[src/rtl/instruction_loader_pkg.sv]
// Shared definitions for the instruction loader and the instruction memory it feeds.
package instruction_loader_pkg;

    localparam int MEM_SIZE_DEF = 16000;
    localparam int ADDR_W_DEF   = 16;

    typedef enum logic [2:0] {
        ST_HEADER,
        ST_DATA,
        ST_CHECKSUM,
        ST_DONE,
        ST_ERROR
    } state_e;

endpackage

[src/rtl/instruction_loader_if.sv]
// Byte-stream input, instruction-memory write port and load status of the loader.
interface instruction_loader_if import instruction_loader_pkg::*; #(
    parameter int ADDR_W = ADDR_W_DEF
);
    logic [7:0]        rx_data;
    logic              rx_valid;
    logic              imem_write_enable;
    logic [ADDR_W-1:0] imem_address;
    logic [31:0]       imem_write_data;
    logic              load_done;
    logic              load_error;
    logic              checksum_error;

    modport master (
        output rx_data, rx_valid,
        input  imem_write_enable, imem_address, imem_write_data,
        input  load_done, load_error, checksum_error
    );

    modport slave (
        input  rx_data, rx_valid,
        output imem_write_enable, imem_address, imem_write_data,
        output load_done, load_error, checksum_error
    );
endinterface

[src/rtl/instruction_loader_byte_packer.sv]
// 8->32 big-endian packer; word/word_valid present the completed word in the cycle of its 4th byte.
module instruction_loader_byte_packer (
    input  logic        clk,
    input  logic        rst_n,
    input  logic        clr,
    input  logic        byte_valid,
    input  logic [7:0]  byte_data,
    output logic [31:0] word,
    output logic        word_valid
);
    // Only the three oldest bytes need storage; the fourth arrives live.
    logic [23:0] shift_q, shift_d;
    logic [1:0]  cnt_q, cnt_d;

    assign word       = {shift_q, byte_data};
    assign word_valid = byte_valid && !clr && (cnt_q == 2'd3);

    always_comb begin
        shift_d = shift_q;
        cnt_d   = cnt_q;
        if (clr) begin
            shift_d = '0;
            cnt_d   = '0;
        end else if (byte_valid) begin
            shift_d = word[23:0];
            cnt_d   = cnt_q + 2'd1;
        end
    end

    always_ff @(posedge clk or negedge rst_n) begin
        if (!rst_n) begin
            shift_q <= '0;
            cnt_q   <= '0;
        end else begin
            shift_q <= shift_d;
            cnt_q   <= cnt_d;
        end
    end
endmodule

[src/rtl/instruction_loader.sv]
// Loads a length-prefixed big-endian program image from a byte stream into instruction memory.
// Optional CHECKSUM_EN: a trailing sum word is verified against the mod-2^32 sum of the data words.
module instruction_loader import instruction_loader_pkg::*; #(
    parameter int MEM_SIZE = MEM_SIZE_DEF,
    parameter int ADDR_W   = ADDR_W_DEF
) (
    input  logic                clk,
    input  logic                rst_n,
    input  logic                reload,
    instruction_loader_if.slave bus
);
    localparam logic [31:0] MAX_WORDS = 32'(MEM_SIZE);

    state_e            state_q, state_d;
    logic [ADDR_W-1:0] wcnt_q, wcnt_d, addr_q, addr_d;
    logic [31:0]       n_q, n_d, data_q, data_d;
    logic              we_q, we_d, done_q, done_d, err_q, err_d;
    logic [31:0]       word;
    logic              word_valid, accept, last_word;
`ifdef CHECKSUM_EN
    logic [31:0]       sum_q, sum_d;
    logic              cks_err_q, cks_err_d;
`endif

    // Bytes arriving after the image is finished or rejected never reach the packer.
    assign accept    = bus.rx_valid && (state_q inside {ST_HEADER, ST_DATA, ST_CHECKSUM});
    assign last_word = (wcnt_q == ADDR_W'(n_q - 32'd1));

    instruction_loader_byte_packer u_byte_packer (
        .clk       (clk),
        .rst_n     (rst_n),
        .clr       (reload),
        .byte_valid(accept),
        .byte_data (bus.rx_data),
        .word      (word),
        .word_valid(word_valid)
    );

    always_comb begin
        state_d = state_q;
        wcnt_d  = wcnt_q;
        n_d     = n_q;
        we_d    = 1'b0;
        addr_d  = addr_q;
        data_d  = data_q;
        done_d  = done_q;
        err_d   = err_q;
`ifdef CHECKSUM_EN
        sum_d     = sum_q;
        cks_err_d = cks_err_q;
`endif
        if (reload) begin
            state_d = ST_HEADER;
            wcnt_d  = '0;
            done_d  = 1'b0;
            err_d   = 1'b0;
`ifdef CHECKSUM_EN
            sum_d     = '0;
            cks_err_d = 1'b0;
`endif
        end else if (word_valid) begin
            case (state_q)
                ST_HEADER: begin
                    n_d    = word;
                    wcnt_d = '0;
`ifdef CHECKSUM_EN
                    sum_d  = '0;
`endif
                    if (word == 32'd0) begin
`ifdef CHECKSUM_EN
                        state_d = ST_CHECKSUM;
`else
                        state_d = ST_DONE;
                        done_d  = 1'b1;
`endif
                    end else if (word > MAX_WORDS) begin
                        state_d = ST_ERROR;
                        err_d   = 1'b1;
                    end else begin
                        state_d = ST_DATA;
                    end
                end
                ST_DATA: begin
                    we_d   = 1'b1;
                    addr_d = wcnt_q;
                    data_d = word;
                    wcnt_d = wcnt_q + ADDR_W'(1);
`ifdef CHECKSUM_EN
                    sum_d  = sum_q + word;
                    if (last_word) state_d = ST_CHECKSUM;
`else
                    if (last_word) begin
                        state_d = ST_DONE;
                        done_d  = 1'b1;
                    end
`endif
                end
`ifdef CHECKSUM_EN
                ST_CHECKSUM: begin
                    if (word == sum_q) begin
                        state_d = ST_DONE;
                        done_d  = 1'b1;
                    end else begin
                        state_d   = ST_ERROR;
                        err_d     = 1'b1;
                        cks_err_d = 1'b1;
                    end
                end
`endif
                default: ;
            endcase
        end
    end

    always_ff @(posedge clk or negedge rst_n) begin
        if (!rst_n) begin
            state_q <= ST_HEADER;
            wcnt_q  <= '0;
            n_q     <= '0;
            we_q    <= 1'b0;
            addr_q  <= '0;
            data_q  <= '0;
            done_q  <= 1'b0;
            err_q   <= 1'b0;
`ifdef CHECKSUM_EN
            sum_q     <= '0;
            cks_err_q <= 1'b0;
`endif
        end else begin
            state_q <= state_d;
            wcnt_q  <= wcnt_d;
            n_q     <= n_d;
            we_q    <= we_d;
            addr_q  <= addr_d;
            data_q  <= data_d;
            done_q  <= done_d;
            err_q   <= err_d;
`ifdef CHECKSUM_EN
            sum_q     <= sum_d;
            cks_err_q <= cks_err_d;
`endif
        end
    end

    assign bus.imem_write_enable = we_q;
    assign bus.imem_address      = addr_q;
    assign bus.imem_write_data   = data_q;
    assign bus.load_done         = done_q;
    assign bus.load_error        = err_q;
`ifdef CHECKSUM_EN
    assign bus.checksum_error    = cks_err_q;
`else
    assign bus.checksum_error    = 1'b0;
`endif
endmodule

[src/flat_wrapper.sv]
// flat-port wrapper written by rule: the top's interface ports become plain ports
module instruction_loader_flat import instruction_loader_pkg::*;
#(
    parameter int MEM_SIZE = MEM_SIZE_DEF,
    parameter int ADDR_W   = ADDR_W_DEF
)
  (clk, rst_n, reload, bus_rx_data, bus_rx_valid, bus_imem_write_enable, bus_imem_address, bus_imem_write_data, bus_load_done, bus_load_error, bus_checksum_error);
  instruction_loader_if #(.ADDR_W(ADDR_W)) bus_i ();
  input  logic clk;
  input  logic rst_n;
  input  logic reload;
  input wire logic [$bits(bus_i.rx_data)-1:0] bus_rx_data;
  input wire logic [$bits(bus_i.rx_valid)-1:0] bus_rx_valid;
  output wire logic [$bits(bus_i.imem_write_enable)-1:0] bus_imem_write_enable;
  output wire logic [$bits(bus_i.imem_address)-1:0] bus_imem_address;
  output wire logic [$bits(bus_i.imem_write_data)-1:0] bus_imem_write_data;
  output wire logic [$bits(bus_i.load_done)-1:0] bus_load_done;
  output wire logic [$bits(bus_i.load_error)-1:0] bus_load_error;
  output wire logic [$bits(bus_i.checksum_error)-1:0] bus_checksum_error;
  assign bus_i.rx_data = bus_rx_data;
  assign bus_i.rx_valid = bus_rx_valid;
  assign bus_imem_write_enable = bus_i.imem_write_enable;
  assign bus_imem_address = bus_i.imem_address;
  assign bus_imem_write_data = bus_i.imem_write_data;
  assign bus_load_done = bus_i.load_done;
  assign bus_load_error = bus_i.load_error;
  assign bus_checksum_error = bus_i.checksum_error;
  instruction_loader #(.MEM_SIZE(MEM_SIZE), .ADDR_W(ADDR_W)) u_core (.clk(clk), .rst_n(rst_n), .reload(reload), .bus(bus_i));
endmodule
[config.mk]
export PLATFORM = sky130hd
export DESIGN_NAME = instruction_loader_flat
export DESIGN_NICKNAME = d
export VERILOG_FILES = /design/src/rtl/instruction_loader_pkg.sv /design/src/rtl/instruction_loader_if.sv /design/src/rtl/instruction_loader_byte_packer.sv /design/src/rtl/instruction_loader.sv /design/src/flat_wrapper.sv
export SDC_FILE = /design/constraint.sdc
export NUM_CORES = 1
export LEC_CHECK = 0
export ABC_AREA = 1
export BUFFER_PORTS_ARGS = -buffer_cell sky130_fd_sc_hd__buf_2
export CORE_ASPECT_RATIO = 2
export CORE_MARGIN = 2
export CORE_UTILIZATION = 45
export CTS_BUF_LIST = sky130_fd_sc_hd__clkbuf_4
export DETAILED_ROUTE_END_ITERATION = 8
export PLACE_DENSITY = 0.6
export SYNTH_ARGS = -nofsm -noshare
export SYNTH_HDL_FRONTEND = slang
export SYNTH_SLANG_ARGS = --single-unit
[constraint.sdc]
create_clock -name clk -period 2.5 [get_ports clk]
set_input_delay 0.125 -clock clk [delete_from_list [all_inputs] [get_ports clk]]
set_output_delay 0.125 -clock clk [all_outputs]
set_load 0.05 [all_outputs]
==> results of run 1 <==
layout by cell type, fill, tap and decap left out, types with 4 or more instances in the layout:
cell / instances
o21ai_1: 13
o22ai_1: 27
buf_2: 61
nand2_1: 155
clkbuf_4: 9
nand4_1: 10
inv_1: 87
buf_4: 7
dfrtp_1: 112
nor3_1: 11
dlygate4sd3_1: 10
nor4_1: 5
xor2_1: 14
xnor2_1: 4
nor2_1: 50
o21ai_0: 58
a21oi_1: 9
nand3_1: 18
area by class of cell:
class | count | area share (%)
Sequential cell | 112 | 47.2
Multi-Input combinational cell | 398 | 33.0
Timing Repair Buffer | 80 | 8.38
Inverter | 90 | 5.69
Tap cell | 142 | 2.99
Clock inverter | 7 | 1.58
Clock buffer | 9 | 1.14
Antenna cell | 1 | 0.0421
stage by stage:
stage	utilization [%]	worst slack, ps	total power [mW]	area [um2]
after floorplan	-	750	2.45	5230
after global placement	50.0	422	2.65	5680
after detailed placement	50.0	398	2.66	5680
after CTS	52.3	383	3.68	5940
after global routing	52.3	70.1	3.84	5940
final	52.3	280	3.63	5940
worst min-delay path by stage:
stage / end / slack (ps) / cells past startpoint
detailed placement: u_core.bus.imem_write_data[6] / 220 / 1
floorplan: u_core.bus.imem_address[0] / -170 / 0
finish: u_core.u_byte_packer.cnt_q[1] / 160 / 6
global placement: u_core.bus.imem_write_data[4] / 210 / 1
CTS: u_core.u_byte_packer.cnt_q[1] / 130 / 6
global route: u_core.u_byte_packer.cnt_q[1] / 140 / 6
repair_timing:
action,CTS,global route
hold endpoints to repair,77,0
setup buffers,0,0
hold buffers,10,0
setup endpoints to repair,0,0
sequential cells by signal, indices dropped and copies added (netlist names):
name and cells:
u_core.bus.imem_write_data 32, u_core.u_byte_packer.shift_q 24, u_core.bus.imem_address 16, u_core.n_q 16, u_core.wcnt_q 16, u_core.state_q 3
u_core.u_byte_packer.cnt_q 2, u_core.bus.imem_write_enable 1, u_core.bus.load_done 1, u_core.bus.load_error 1
worst max-delay path, delay by kind of cell (launching register included):
family,cells,cell delay (ps)
and+or+nand+nor,13,1590
DFF,1,490
AOI/OAI and AO/OA,1,60
power groups by stage:
| stage | clock network (mW) | registers, mW | logic, mW |
|---|---|---|---|
| floorplan | 0 | 2.09 | 0.353 |
| detailed placement | 0 | 2.06 | 0.598 |
| global placement | 0 | 2.06 | 0.590 |
| CTS | 1.03 | 2.03 | 0.613 |
| finish | 0.994 | 2.03 | 0.608 |
| global route | 1.10 | 2.05 | 0.687 |
metal layers:
metal | GRT usage (%) | vias to the layer above
met5 | 0 | -
met4 | 10.0 | 0
met3 | 3.75 | 27
met2 | 44.9 | 110
met1 | 24.0 | 2058
li1 | - | 2127
cells by family (layout without fill, tap and decap cells):
family                     after synthesis  count (layout)  share of synthesized area [%]
AOI/OAI and AO/OA                      112             112                           11.7
xor gates and xnor gates                18              18                           3.02
adders and majority gates                3               3                          0.718
buffers and inverters                  110             186                           8.93
DFF                                    112             112                           53.6
other                                    1               2                         0.0717
and+or+nand+nor                        264             264                           22.0
==> summary.md, run 1 <==
| Metric | Value |
|---|---|
| Crit path capture type | `flop` |
| Status | `complete, no violations` |
| Endpoints failing hold | `0` |
| First-pass detailed-route iteration total | `5` |
| Top-area cell type share of the netlist area | `53.6%` |
| CTS tree | `yes` |
| Final min period | `2220 ps` |
| Port bufs | `62` |
| Crit path largest cell delay | `490 ps` |
| Endpoints failing setup | `0` |
| Sequential Power Share | `55.9%` |
| Clk_skew | `18.3 ps` |
| Die width | `80.2 um` |
| Largest net degree at the start of global routing | `75` |
| CP startpoint | `u_core.n_q[3]` |
| Most numerous cell in the Yosys netlist | `nand2_1` |
| Worst hold path type | `in2reg` |
| Post-synthesis cell type count | `36` |
| Clk sinks | `112` |
| Register area share after synthesis | `53.6%` |
| Reg-to-Reg End | `u_core.state_q[0]` |
| Netlist Area Pre-Place | `5230 um2` |
| CTS buffer count | `9` |
| Placed insts | `812` |
| Initial core utilization | `46.0%` |
| Net count after synthesis | `635` |
| Hold Path Origin | `bus_rx_valid` |
| Setup crit start kind | `flop` |
| Slew Viols, Final | `0` |
| Clock share of power | `27.4%` |
| Dpl hpwl | `10500 um` |
| # DRC | `0` |
| Crit path arrival time | `2580 ps` |
| Antenna Nets Post-Route | `0` |
| Layout fillers | `1102` |
| CP most frequent cell | `nand2_1` |
| Area delta synth->final | `13.6%` |
| H-tree levels | `3` |
| GR Util All Layers | `23.4%` |
| Reg-to-Reg Start | `u_core.n_q[3]` |
| Most frequent cells after synthesis | `155 x nand2_1, 112 x dfrtp_1, 87 x inv_1, 58 x o21ai_0, 50 x nor2_1` |
| Slew margin rel. | `52.6%` |
| NumNets Final | `706` |
| Cell Count, Final, Fillers Out | `839` |
| Number of flops mapped to enable cells by yosys | `0` |
| Drt total wl | `13700 um` |
| Clk root buf | `clkbuf_4` |
| Leading area contributor after synthesis | `dfrtp_1` |
| Share of layout cells above drive strength 1 | `14.1%` |
| VDD IR max | `443 uV` |
| Fin crit share | `88.8%` |
| Number of vias per cell | `5.15` |
| Top sig layer | `met4` |
| Cell internal pwr | `2.52 mW` |
| Clock buffer depth | `2` |
| Cells after Synth | `620` |
| Worst slew pin tran | `711 ps` |
| Synth async-reset ratio | `100%` |
| DRT iter0 DRCs | `254` |
| Switch share | `30.6%` |
| Mapped Avg Cell Area | `8.43 um2` |
| DIE HEIGHT | `156 um` |
| Grt total ovfl | `0` |
| Metal-1 WL | `5010 um` |
| Met2 routed WL | `7830 um` |
| Yosys warns | `0` |
| Initial antenna violation count | `1` |
| Fmax | `450 MHz` |
| Worst setup endpoint | `u_core.state_q[0]` |
| Register area | `2800 um2` |
| Comb pwr share | `16.7%` |
| Placer congestion estimate | `0.886` |
| Synth Flop Type | `dfrtp_1` |
| Max-Cap Viols | `0` |
| Clk slew on worst S/H paths | `160 ps` |
| Core area | `11400 um2` |
| Multi-input logic area | `1960 um2` |
| I/O Pins | `64` |
| WP data required | `2860 ps` |
| Clk_lat worst skew | `450 ps` |
| RSZ-0062 raised after global routing | `no` |
| Reg2Reg Setup Slack | `280 ps` |
| Yosys reg bits | `112` |
| Vias | `4322` |
| Worst-path cell chain | `nor2_1 -> nand3_1 -> nand2_1 -> nand2_1 -> nand2_1 -> nand2_1 -> nor2_1 -> nand2_1 -> nor2_1 -> nand2_1 -> nand2_1 -> nand2_1 -> nand2_1 -> o21ai_1` |
| Switching power | `1.11 mW` |
| Crit Path Max Fanout | `5` |
| Top cells by area, synth | `dfrtp_1 54%, nand2_1 11%, inv_1 6.2%, o21ai_0 5.6%, nor2_1 3.6%` |
| Worst R2R Path Depth | `14` |
| Met3 WL | `388 um` |
| Hold_ws | `158 ps` |
| FP Rows | `55` |
| Avg WL per Cell | `16.3 um` |
| Post-CTS sizing | `0` |
| Worst path slowest cell | `dfrtp_1` |
| Cell Pwr Density | `612 nW/um2` |
| LEAKAGE | `2.93 nW` |
| Setup TNS Final | `0 ps` |
| Vias in the first global route | `4440` |
| Global-route wire length before repair | `22300 um` |
| Critical path class | `reg2reg` |
| Full die area | `12500 um2` |
(Power assumes the default switching activity.)
==> run 2: changes to the inputs <==
CORE_ASPECT_RATIO = unset   (was 2)
SYNTH_HIERARCHICAL = 1   (was unset)
==> summary.md, run 2 <==
| Metric | Value |
|---|---|
| Cell Count, Final, Fillers Out | `885 (was 839)` |
| Setup TNS Final | `0 ps (unchanged)` |
| Largest net degree at the start of global routing | `113 (was 75)` |
| Critical path class | `reg2reg (unchanged)` |
| Clk root buf | `clkbuf_4 (unchanged)` |
| VDD IR max | `408 uV (was 443 uV)` |
| Clk_skew | `17.3 ps (was 18.3 ps)` |
| Drt total wl | `12600 um (was 13700 um)` |
| Port bufs | `62 (unchanged)` |
| Worst Path Buf+Inv | `2 (was 0)` |
| Number of flops mapped to enable cells by yosys | `0 (unchanged)` |
| Top cells by area, synth | `dfrtp_1 52%, nand2_1 18%, o21ai_0 5.2%, nand3_1 4.3%, inv_1 3.5% (was dfrtp_1 54%, nand2_1 11%, inv_1 6.2%, o21ai_0 5.6%, nor2_1 3.6%)` |
| Most frequent cells in the layout | `253 x nand2_1, 112 x dfrtp_1, 61 x buf_2, 56 x o21ai_0, 51 x inv_1 (was 155 x nand2_1, 112 x dfrtp_1, 87 x inv_1, 61 x buf_2, 58 x o21ai_0)` |
| Yosys warns | `6 (was 0)` |
| Mapped Avg Cell Area | `8.03 um2 (was 8.43 um2)` |
| Endpoints failing setup | `0 (unchanged)` |
| DIE HEIGHT | `114 um (was 156 um)` |
| Layout fillers | `1186 (was 1102)` |
| Register area share after synthesis | `51.7% (was 53.6%)` |
| Global-route wire length before repair | `21500 um (was 22300 um)` |
| Setup crit start kind | `flop (unchanged)` |
| Worst setup margin | `326 ps (was 280 ps)` |
| Crit path capture type | `flop (unchanged)` |
| Synth async-reset ratio | `100% (unchanged)` |
| Clk sinks | `112 (unchanged)` |
| Setup Fix Bufs, Post-CTS | `0 (unchanged)` |
| Placed insts | `860 (was 812)` |
| Area delta synth->final | `12.0% (was 13.6%)` |
| NumNets Final | `748 (was 706)` |
| WP data required | `2930 ps (was 2860 ps)` |
| Max-Cap Viols | `0 (unchanged)` |
| CP most frequent cell | `nand2_1 (unchanged)` |
| Crit Path Max Fanout | `9 (was 5)` |
| Max reg flops | `32 (unchanged)` |
| Slew Viols, Final | `0 (unchanged)` |
| Final min period | `2170 ps (was 2220 ps)` |
| Critical path's top delay family | `simple AND/OR/NAND/NOR gates (unchanged)` |
| Post-CTS sizing | `0 (unchanged)` |
| CTS tree | `yes (unchanged)` |
| Most frequent cells after synthesis | `253 x nand2_1, 112 x dfrtp_1, 56 x o21ai_0, 51 x inv_1, 47 x nand3_1 (was 155 x nand2_1, 112 x dfrtp_1, 87 x inv_1, 58 x o21ai_0, 50 x nor2_1)` |
| DRT iter0 DRCs | `296 (was 254)` |
| Clk slew on worst S/H paths | `160 ps (about the same)` |
| Clock buffer depth | `2 (unchanged)` |
| Worst path slowest cell | `dfrtp_1 (unchanged)` |
| Dpl hpwl | `9170 um (was 10500 um)` |
| Yosys reg bits | `112 (unchanged)` |
| RSZ-0062 raised after global routing | `no (unchanged)` |
| Vias in the first global route | `4361 (was 4440)` |
| Number of vias per cell | `5.11 (was 5.15)` |
| Status | `complete, no violations (unchanged)` |
| Fin crit share | `86.9% (was 88.8%)` |
| Grt total ovfl | `0 (unchanged)` |
| Most numerous cell in the Yosys netlist | `nand2_1 (unchanged)` |
| Slew margin rel. | `57.2% (was 52.6%)` |
| N_diodes | `0 (was 1)` |
| Endpoints failing hold | `0 (unchanged)` |
| Crit path arrival time | `2610 ps (was 2580 ps)` |
| Vias | `4521 (was 4322)` |
| Placement Setup Slack | `361 ps (was 398 ps)` |
| Cell Pwr Density | `619 nW/um2 (was 612 nW/um2)` |
| Net count after synthesis | `691 (was 635)` |
| GR Util All Layers | `20.9% (was 23.4%)` |
| Antenna Nets Post-Route | `0 (unchanged)` |
| Synth Flop Type | `dfrtp_1 (unchanged)` |
| Cells after Synth | `676 (was 620)` |
| FP Rows | `40 (was 55)` |
| Full die area | `13000 um2 (was 12500 um2)` |
| CTS buffer count | `9 (unchanged)` |
| Clk_lat worst skew | `490 ps (was 450 ps)` |
| Initial core utilization | `45.5% (was 46.0%)` |
| Fmax | `460 MHz (was 450 MHz)` |
| H-tree levels | `3 (unchanged)` |
| LEAKAGE | `3.32 nW (was 2.93 nW)` |
| First-pass detailed-route iteration total | `4 (was 5)` |
| Crit path largest cell delay | `440 ps (was 490 ps)` |
| Leading area contributor after synthesis | `dfrtp_1 (unchanged)` |
| Hold_buf cts | `9 (was 10)` |
| Hold_ws | `98.4 ps (was 158 ps)` |
| Die width | `114 um (was 80.2 um)` |
| Share of layout cells above drive strength 1 | `15.9% (was 14.1%)` |
| Initial antenna violation count | `0 (was 1)` |
| Netlist Area Pre-Place | `5430 um2 (was 5230 um2)` |
| Post-synthesis cell type count | `38 (was 36)` |
| Top-area cell type share of the netlist area | `51.7% (was 53.6%)` |
| Commonest non-fill, non-tap cell in the layout | `nand2_1 (unchanged)` |
| Placer congestion estimate | `0.873 (was 0.886)` |
| Avg WL per Cell | `14.2 um (was 16.3 um)` |
| Worst-path cell chain | `inv_1 -> nand2_1 -> a21oi_2 -> and3_1 -> inv_1 -> nor3_2 -> nor2_4 -> nor4_4 -> nand3_2 -> nor2_2 -> nand3_1 -> nand2_1 -> nand2_1 -> nor2_1 (was nor2_1 -> nand3_1 -> nand2_1 -> nand2_1 -> nand2_1 -> nand2_1 -> nor2_1 -> nand2_1 -> nor2_1 -> nand2_1 -> nand2_1 -> nand2_1 -> nand2_1 -> o21ai_1)` |
| Worst hold path type | `in2reg (unchanged)` |
| Core area | `11900 um2 (was 11400 um2)` |
| I/O Pins | `64 (unchanged)` |
| Total power | `3.76 mW (was 3.63 mW)` |
| # DRC | `0 (unchanged)` |
| Worst slew pin tran | `643 ps (was 711 ps)` |
run 2: cell count changes in the layout (fill, tap and decap cells not counted), moves of 4 or more:
cell	change
nand2_1	+98
inv_1	-36
nand3_1	+29
o22ai_1	-26
nor2_1	-17
o21ai_1	-9
nor2_2	+8
xor2_1	-7
nand4_1	-5
inv_2	+4
run 2: final cells by class:
type	count	area [um2]	area share [%]
clock inverters	6	103	1.69
repair buffers	78	480	7.91
well taps	147	184	3.03
flip-flops and latches	112	2800	46.1
multi-input cells	474	2210	36.4
clock buffers	10	75.1	1.24
inverters	58	218	3.58
run 2: layer usage:
| metal | GRT usage [%] | vias to the layer above | part of all wire (%) |
|---|---|---|---|
| met5 | 0 | - | 0 |
| met4 | 5.77 | 0 | 1.3 |
| met3 | 5.37 | 13 | 4.4 |
| met2 | 33.7 | 97 | 48 |
| met1 | 28.3 | 2154 | 47 |
| li1 | - | 2257 | - |
run 2: worst paths after layout:
check / startpoint / cells after the start / end / slack, ps
worst max register to register: u_core/state_q[2] / 14 / u_core/wcnt_q[11] / 330
worst min register to register: u_core/bus.imem_write_data[24] / 2 / u_core/bus.imem_write_data[24] / 490
min in group asynchronous: rst_n / 3 / u_core/bus.imem_address[0] / 200
worst max-delay path: u_core/state_q[2] / 14 / u_core/wcnt_q[11] / 330
worst min-delay path: reload / 4 / u_core/wcnt_q[2] / 100
max in group asynchronous: rst_n / 3 / u_core/wcnt_q[1] / 1790
run 2: tightest hold or removal path, delay by kind of cell:
family                 cells  cell delay, ps
AO/OA/AOI/OAI              1              50
buffers and inverters      1             200
AND/OR/NAND/NOR            2             170
run 2: stage by stage:
step / utilization (%) / area, um2
floorplan: - / 5430
global placement: 48.8 / 5810
detailed placement: 48.8 / 5810
CTS: 51.0 / 6080
global route: 51.0 / 6080
finish: 51.0 / 6080
run 2: power breakdown:
part,leakage (nW),switching (mW),internal [mW],total (mW)
logic,1.68,0.494,0.224,0.717
clock network,0.0939,0.617,0.432,1.05
registers,1.55,0.0989,1.89,1.99
total,3.32,1.21,2.55,3.76
run 2: logic make-up (layout without fill, tap and decap cells):
group                    after synthesis  in the layout  share of synthesized area, %
AO/OA/AOI/OAI                         74             74                          7.08
XOR/XNOR                              11             11                          1.78
adder cells (fa/ha/maj)                3              3                         0.692
buffers and inverters                 90            152                          7.59
flip-flops                           112            112                          51.7
other                                  1              1                        0.0691
AND/OR/NAND/NOR                      385            385                          31.1
==> run 3: changes to the inputs <==
SLEW_MARGIN = 40   (was unset)
clock period = 2.43 ns   (was 2.5 ns; I/O delays follow)
==> summary.md, run 3 (synthesized netlist as in run 2, its figures left out) <==
| Metric | Value |
|---|---|
| First-pass detailed-route iteration total | `5 (was 4)` |
| LEAKAGE | `3.29 nW (was 3.32 nW)` |
| Placer congestion estimate | `0.878 (was 0.873)` |
| Clock buffer depth | `2 (unchanged)` |
| Avg WL per Cell | `14.5 um (was 14.2 um)` |
| Full die area | `13000 um2 (unchanged)` |
| WP data required | `2830 ps (was 2930 ps)` |
| Worst R2R Path Depth | `17 (was 14)` |
| Core area | `11900 um2 (unchanged)` |
| Status | `complete, no violations (unchanged)` |
| Initial antenna violation count | `0 (unchanged)` |
| Slew Viols, Final | `0 (unchanged)` |
| Area delta synth->final | `10.6% (was 12.0%)` |
| Vias in the first global route | `4411 (was 4361)` |
| Hold Path Origin | `reload (unchanged)` |
| Cell Pwr Density | `600 nW/um2 (was 619 nW/um2)` |
| Most frequent cells in the layout | `253 x nand2_1, 112 x dfrtp_1, 61 x buf_2, 56 x o21ai_0, 51 x inv_1 (unchanged)` |
| Worst slew pin tran | `650 ps (was 643 ps)` |
| Fmax | `456 MHz (was 460 MHz)` |
| Commonest non-fill, non-tap cell in the layout | `nand2_1 (unchanged)` |
| Initial core utilization | `45.5% (unchanged)` |
| Clk_lat worst skew | `490 ps (about the same)` |
| Reg-to-Reg Start | `u_core/state_q[2] (unchanged)` |
| CP startpoint | `u_core/state_q[2] (unchanged)` |
| Hold_ws | `96.8 ps (was 98.4 ps)` |
| Post-CTS sizing | `0 (unchanged)` |
| Worst path slowest cell | `dfrtp_1 (unchanged)` |
| Reg2Reg Setup Slack | `240 ps (was 330 ps)` |
| VDD IR max | `331 uV (was 408 uV)` |
| CTS buffer count | `9 (unchanged)` |
| I/O Pins | `64 (unchanged)` |
| Worst setup margin | `235 ps (was 326 ps)` |
| Worst Path Buf+Inv | `2 (unchanged)` |
| Port bufs | `62 (unchanged)` |
| Worst Hold Path EP | `u_core/wcnt_q[2] (unchanged)` |
| Worst hold path type | `in2reg (unchanged)` |
| DP Area | `5810 um2 (unchanged)` |
| Placement Setup Slack | `295 ps (was 361 ps)` |
| Clk sinks | `112 (unchanged)` |
| Number of vias per cell | `5.15 (was 5.11)` |
| Register area | `2800 um2 (unchanged)` |
| Antenna Nets Post-Route | `0 (unchanged)` |
| Final min period | `2190 ps (was 2170 ps)` |
| Total power | `3.60 mW (was 3.76 mW)` |
| Worst hold stages | `4 (unchanged)` |
| Design area | `6000 um2 (was 6080 um2)` |
| Die width | `114 um (unchanged)` |
| Slew margin rel. | `56.7% (was 57.2%)` |
| CP most frequent cell | `nand2_1 (unchanged)` |
| Dpl hpwl | `9210 um (was 9170 um)` |
| Grt total ovfl | `0 (unchanged)` |
| Endpoints failing hold | `0 (unchanged)` |
| Fin crit share | `90.3% (was 86.9%)` |
| DRT iter0 DRCs | `290 (was 296)` |
| Worst-path cell chain | `inv_1 -> nand2_1 -> a21oi_2 -> and3_1 -> inv_1 -> nor3_2 -> nor2_4 -> nor2_1 -> nand3_1 -> nor2_1 -> nand2_1 -> nor2_2 -> nand2_2 -> nand2_2 -> nand2_1 -> nand2_1 -> nand2_1 (was inv_1 -> nand2_1 -> a21oi_2 -> and3_1 -> inv_1 -> nor3_2 -> nor2_4 -> nor4_4 -> nand3_2 -> nor2_2 -> nand3_1 -> nand2_1 -> nand2_1 -> nor2_1)` |
| Layout fillers | `1194 (was 1186)` |
| Setup crit start kind | `flop (unchanged)` |
| Crit path capture type | `flop (unchanged)` |
| Reg-to-Reg End | `u_core/bus.load_done (was u_core/wcnt_q[11])` |
| Vias | `4553 (was 4521)` |
| Clk_skew | `22.1 ps (was 17.3 ps)` |
| Endpoints failing setup | `0 (unchanged)` |
| Global-route wire length before repair | `21500 um (about the same)` |
| Cell Count, Final, Fillers Out | `884 (was 885)` |
| FP Rows | `40 (unchanged)` |
| NumNets Final | `748 (unchanged)` |
| Max-Cap Viols | `0 (unchanged)` |
| Max reg flops | `32 (unchanged)` |
| Clk slew on worst S/H paths | `160 ps (about the same)` |
| Crit path largest cell delay | `440 ps (about the same)` |
| Placed insts | `860 (unchanged)` |
| CTS tree | `yes (unchanged)` |
| Multi-input logic area | `2210 um2 (unchanged)` |
| DIE HEIGHT | `114 um (unchanged)` |
| Clk root buf | `clkbuf_4 (unchanged)` |
| GR Util All Layers | `21.0% (was 20.9%)` |
| Share of layout cells above drive strength 1 | `15.6% (was 15.9%)` |
| Final Core Density | `50.4% (was 51.0%)` |
| RSZ-0062 raised after global routing | `no (unchanged)` |
| Critical path's top delay family | `simple AND/OR/NAND/NOR gates (unchanged)` |
| Crit path arrival time | `2590 ps (was 2610 ps)` |
| Setup TNS Final | `0 ps (unchanged)` |
| Largest net degree at the start of global routing | `113 (unchanged)` |
| Critical path class | `reg2reg (unchanged)` |
| H-tree levels | `3 (unchanged)` |
| N_diodes | `0 (unchanged)` |
| # DRC | `0 (unchanged)` |
| Drt total wl | `12800 um (was 12600 um)` |
| Crit Path Max Fanout | `9 (unchanged)` |
==> run 3: changes by cell type in the layout (fill, tap and decap cells not counted), sizes merged <==
cell / previous run / this run
clkinvlp: 0 / 1
bufinv: 2 / 0
clkinv: 3 / 4
clkbuf: 10 / 9
==> run 3: worst max path at each step <==
stage	end	slack [ps]	cells past startpoint
floorplan	u_core/bus.load_done	390	18
global placement	u_core/bus.load_done	440	17
detailed placement	u_core/wcnt_q[11]	300	14
CTS	u_core/wcnt_q[11]	250	14
global route	u_core/wcnt_q[11]	60	14
finish	u_core/bus.load_done	240	17
==> run 3: cell type report <==
cell class | instances | area share, %
Clock inverter | 6 | 0.584
Multi-Input combinational cell | 474 | 36.9
Sequential cell | 112 | 46.7
Timing Repair Buffer | 78 | 8.01
Clock buffer | 9 | 1.13
Inverter | 58 | 3.63
Tap cell | 147 | 3.06
==> run 3: repair_timing <==
item,in CTS,in global routing
buffers inserted,0,0
hold buffers,9,0
endpoints found under the hold margin,136,0
==> run 3: worst register-to-register path: stages (launching register included) <==
cell and delay [ps]:
dfrtp_1 440, inv_1 100, nand2_1 70, a21oi_2 140
and3_1 220, inv_1 80, nor3_2 170, nor2_4 100
nor2_1 100, nand3_1 90, nor2_1 100, nand2_1 70
nor2_2 90, nand2_2 90, nand2_2 100, nand2_1 60
nand2_1 50, nand2_1 50
==> run 3: power breakdown <==
group	total (mW)	internal (mW)	switching [mW]
Clock	0.805	0.201	0.605
Combinational	0.741	0.230	0.511
Sequential	2.05	1.95	0.103
Total	3.60	2.38	1.22
==> run 3: per-layer routing <==
metal	share of wire, %	global-route usage (%)
met5	0	0
met4	1.5	7.32
met3	5.2	4.46
met2	48	33.5
met1	46	28.8
